==> config.mk <==
export PLATFORM = sky130hd
export DESIGN_NAME = seq_detect_param
export DESIGN_NICKNAME = d
export VERILOG_FILES = /design/src/rtl/seq_detect_param.sv
export SDC_FILE = /design/constraint.sdc
export NUM_CORES = 1
export LEC_CHECK = 0
export ABC_AREA = 1
export BUFFER_PORTS_ARGS = -buffer_cell sky130_fd_sc_hd__buf_2
export CORE_UTILIZATION = 30
export DETAILED_ROUTE_END_ITERATION = 10
export PLACE_DENSITY = 0.49
export SLEW_MARGIN = 10
export SYNTH_ARGS = -nofsm -noshare
export SYNTH_HDL_FRONTEND = slang
export SYNTH_SLANG_ARGS = --single-unit
==> constraint.sdc <==
create_clock -name clk -period 2.05 [get_ports clk]
set_clock_uncertainty 0.15 [all_clocks]
set_input_delay 0.1025 -clock clk [delete_from_list [all_inputs] [get_ports clk]]
set_output_delay 0.1025 -clock clk [all_outputs]
set_load 0.05 [all_outputs]
==> src/rtl/seq_detect_param.sv <==
// Serial pattern detector: a LEN-bit shift window is compared against a reloadable
// pattern register, and matches are tallied in a saturating counter.
module seq_detect_param #(
  parameter int               LEN     = 5,
  parameter logic [LEN-1:0]   PATTERN = 5'b10010,
  parameter int               CNT_W   = 8
) (
  input  logic             clk,
  input  logic             rst,
  input  logic             en,
  input  logic             j,
  input  logic             ovl,
  input  logic             pat_ld,
  input  logic [LEN-1:0]   pat_in,
  input  logic             clr,
  output logic             w,
  output logic [CNT_W-1:0] match_cnt,
  output logic             cnt_sat
);

  localparam int               FILL_W  = $clog2(LEN + 1);
  localparam logic [FILL_W-1:0] FILL_MAX = FILL_W'(LEN);
  localparam logic [CNT_W-1:0]  CNT_MAX  = {CNT_W{1'b1}};

  logic [LEN-1:0]    pat_q, pat_d;
  logic [LEN-1:0]    sh_q, sh_d;
  logic [FILL_W-1:0] fill_q, fill_d;
  logic              w_q, w_d;
  logic [CNT_W-1:0]  cnt_q, cnt_d;
  logic              sat_q, sat_d;

  logic [LEN-1:0]    nsh;
  logic [FILL_W-1:0] nfill;
  logic              hit;

  assign nsh   = {sh_q[LEN-2:0], j};
  assign nfill = (fill_q == FILL_MAX) ? fill_q : fill_q + 1'b1;
  // A pattern load discards the sample on the same edge, so it can never hit.
  assign hit   = en && !pat_ld && (nfill == FILL_MAX) && (nsh == pat_q);

  always_comb begin
    pat_d  = pat_q;
    sh_d   = sh_q;
    fill_d = fill_q;
    w_d    = 1'b0;
    if (pat_ld) begin
      pat_d  = pat_in;
      sh_d   = '0;
      fill_d = '0;
    end else if (en) begin
      sh_d   = nsh;
      w_d    = hit;
      // Non-overlapping mode restarts the fill so the next match needs LEN fresh bits.
      fill_d = (hit && !ovl) ? '0 : nfill;
    end
  end

  always_comb begin
    cnt_d = cnt_q;
    sat_d = sat_q;
    if (clr) begin
      cnt_d = '0;
      sat_d = 1'b0;
    end else if (hit && (cnt_q != CNT_MAX)) begin
      cnt_d = cnt_q + 1'b1;
      if (cnt_q == CNT_MAX - 1'b1) sat_d = 1'b1;
    end
  end

  always_ff @(posedge clk or negedge rst) begin
    if (!rst) begin
      pat_q  <= PATTERN;
      sh_q   <= '0;
      fill_q <= '0;
      w_q    <= 1'b0;
      cnt_q  <= '0;
      sat_q  <= 1'b0;
    end else begin
      pat_q  <= pat_d;
      sh_q   <= sh_d;
      fill_q <= fill_d;
      w_q    <= w_d;
      cnt_q  <= cnt_d;
      sat_q  <= sat_d;
    end
  end

  assign w         = w_q;
  assign match_cnt = cnt_q;
  assign cnt_sat   = sat_q;

endmodule

==> impl_metrics.tcl <==
set metrics [dict create \
    p_leak_nw 0.862 \
    drv_slew 0 \
    ctsResizeCount 0 \
    cts_tree "built" \
    clockBufferDepth 2 \
    wl_mm 2.93 \
    htree_levels 1 \
    crit_fanout 9 \
    synth_common_cells "nand2_1, inv_1, dfrtp_1" \
    ys_types 29 \
    ys.flop_type "dfrtp_1" \
    core_area_um2 4380 \
    detail_route.vias_per_cell 4.43 \
    route.detailed.drc 0 \
    cp-end-kind "flip-flop" \
    setup_viol 0 \
    drive_gt1_share_pct 22.6 \
    synth_top_area_cell "dfrtp_1" \
    antenna_found_initial 0 \
    synth.area.top_cells "dfrtp_1, nand2_1, inv_1, nand3_1, dfstp_2" \
    period_share_pct 85.8 \
    grt_max_degree 23 \
    cp_slowest_cell "dfrtp_1" \
    die_x_um 69.9 \
    crit_chain "ha_1 > nand2_2 > nand2_1 > nand2_1 > nand2_2 > nor2_4 > nand3_4 > nand2_4 > nand2_1 > nand2_1" \
    vdd_drop_max_mv 0.166 \
    grt_remaining_overflow 0 \
    async_flop_share_pct 100 \
    grt_pass1_wl_mm 5.47 \
    syn_inst 182 \
    cpPeakStageDelay_ns 0.44 \
    crit_top_cell "nand2_1" \
    cts_num_sinks 22 \
    synth_warnings 0 \
    synthesis.nets 198 \
    final_nets 230 \
    root_buffer "clkbuf_8" \
    finalSetupTns_ns 0 \
    wl_per_cell_um 11.1 \
    start_kind "flip-flop" \
    grtUsageTotal_pct 14.0 \
    boundaryPins 22 \
    synth.most_common_cell "nand2_1" \
    synth_top_area_share_pct 36.1 \
    vias 1170 \
    rows 24 \
    die_h_um 69.9 \
    initial_utilization_pct 31.6 \
    cp.arrival_ns 1.82 \
    layout_min_cycle_time_ns 1.76 \
    critPathKind "reg -> reg" \
    clock_latency_ns 0.27 \
    die_area_um2 4890 \
    ys_seq_area_share_pct 39.9 \
    ys_seq_elements 22 \
    hp-class "in -> reg" \
    grt_pass1_vias 1208 \
    synth_area_per_cell_um2 7.61 \
    p_per_area_nw_per_um2 514 \
    max_freq_ghz 0.569 \
    syn_area_um2 1390 \
    synth_edf_count 0 \
    drtAntennaViolNets 0 \
    gp_congestion 0.781 \
    syn_to_final_growth_pct 20.8 \
    dp_hpwl_mm 2.18 \
    postCtsSetupRepairBufs 0 \
    cts_buffers 3 \
    port-buffer-count 21 \
    finalPower_uw 860 \
    status "finished, final reports clean" \
    drt-initial-drc-count 61 \
    slew_headroom_pct 65.0 \
    cts.clk_slew.worst_paths_ns 0.08 \
    worst_pin_slew_ns 0.525 \
    drv_cap 0 \
    grt_setup_unrepaired "no" \
    n_antenna_cell 0 \
    first_pass_iters 4 \
    hold_viol 0 \
    critical_path_required_ns 2.11 \
]
==> worst max-delay path: cells and delay by family, from the launching register on <==
kind / cells / cell delay, ns
flip-flops: 1 / 0.44
adder cells (fa/ha/maj): 1 / 0.25
AND/OR/NAND/NOR: 9 / 0.86
==> worst paths after layout <==
check	endpoint	startpoint	slack, ns	cells after the start
max in group asynchronous	pat_q[4]	rst	1.19	2
worst max-delay path	match_cnt[6]	fill_q[0]	0.29	10
worst min register to register	pat_q[1]	pat_q[1]	0.35	2
worst min-delay path	pat_q[4]	pat_ld	0.01	2
min in group asynchronous	match_cnt[6]	rst	0.19	2
worst max register to register	match_cnt[6]	fill_q[0]	0.29	10
==> final cells by class <==
type                    instances  area (um2)
fillers                       502        2710
multi-input cells             126         696
flip-flops and latches         22         553
repair buffers                 31         205
inverters                      30         113
well taps                      52        65.1
clock buffers                   3        41.3
==> what timing repair did <==
action / CTS / global route
endpoints found under the setup margin: 0 / 0
hold buffers: 10 / 0
hold endpoints to repair: 27 / 0
==> registers in the layout, indices dropped and copies added, names as in the netlist <==
| name | cells |
|---|---|
| sh_q | 4 |
| pat_q | 5 |
| fill_q | 3 |
| w | 1 |
| match_cnt | 8 |
| cnt_sat | 1 |
==> layout by cell type (no fill, tap or decap), types with 3 or more instances in the layout <==
cell type and count:
buf_2 21, clkbuf_8 3, dfrtp_1 20, dlygate4sd3_1 10, ha_1 4, inv_1 26
inv_2 4, nand2_1 54, nand2_2 7, nand3_1 14, nand4_1 4, nor2_1 13
nor2_4 4, o21ai_0 4, o22ai_1 5
==> power by group <==
part	internal, mW	total, mW	switching [mW]
clock network	0.132	0.275	0.144
registers	0.451	0.462	0.0108
logic	0.0495	0.123	0.0730
==> layer usage <==
layer  track usage [%]  routed length (um)  share of wire [%]
met5                 0                   0                  0
met4              6.67                  38                1.3
met3              1.88                  60                2.0
met1              18.9                1530                 52
met2              21.9                1300                 44
==> cells by family (layout without fill, tap and decap cells) <==
group                      after synthesis  after routing  share of synthesized area (%)
and+or+nand+nor                        104            104                           38.3
buffers and inverters                   34             64                           9.85
DFF                                     22             22                           39.9
AOI/OAI and AO/OA                       14             14                           5.78
adders and majority gates                4              4                           3.61
xor gates and xnor gates                 4              4                           2.53
==> stage by stage <==
| step | cells | hold WS (ns) | setup WS [ns] | util, % | area (um2) |
|---|---|---|---|---|---|
| after floorplan | 182 | -0.343 | 0.200 | - | 1390 |
| after global placement | 251 | -0.0275 | 0.314 | 34.9 | 1530 |
| after detailed placement | 251 | -0.0372 | 0.303 | 34.9 | 1530 |
| after global routing | 264 | 0.0458 | 0.102 | 38.2 | 1670 |
| after CTS | 264 | 0.00863 | 0.281 | 38.2 | 1670 |
| final | 264 | 0.0103 | 0.291 | 38.2 | 1670 |
(Power assumes the default switching activity.)
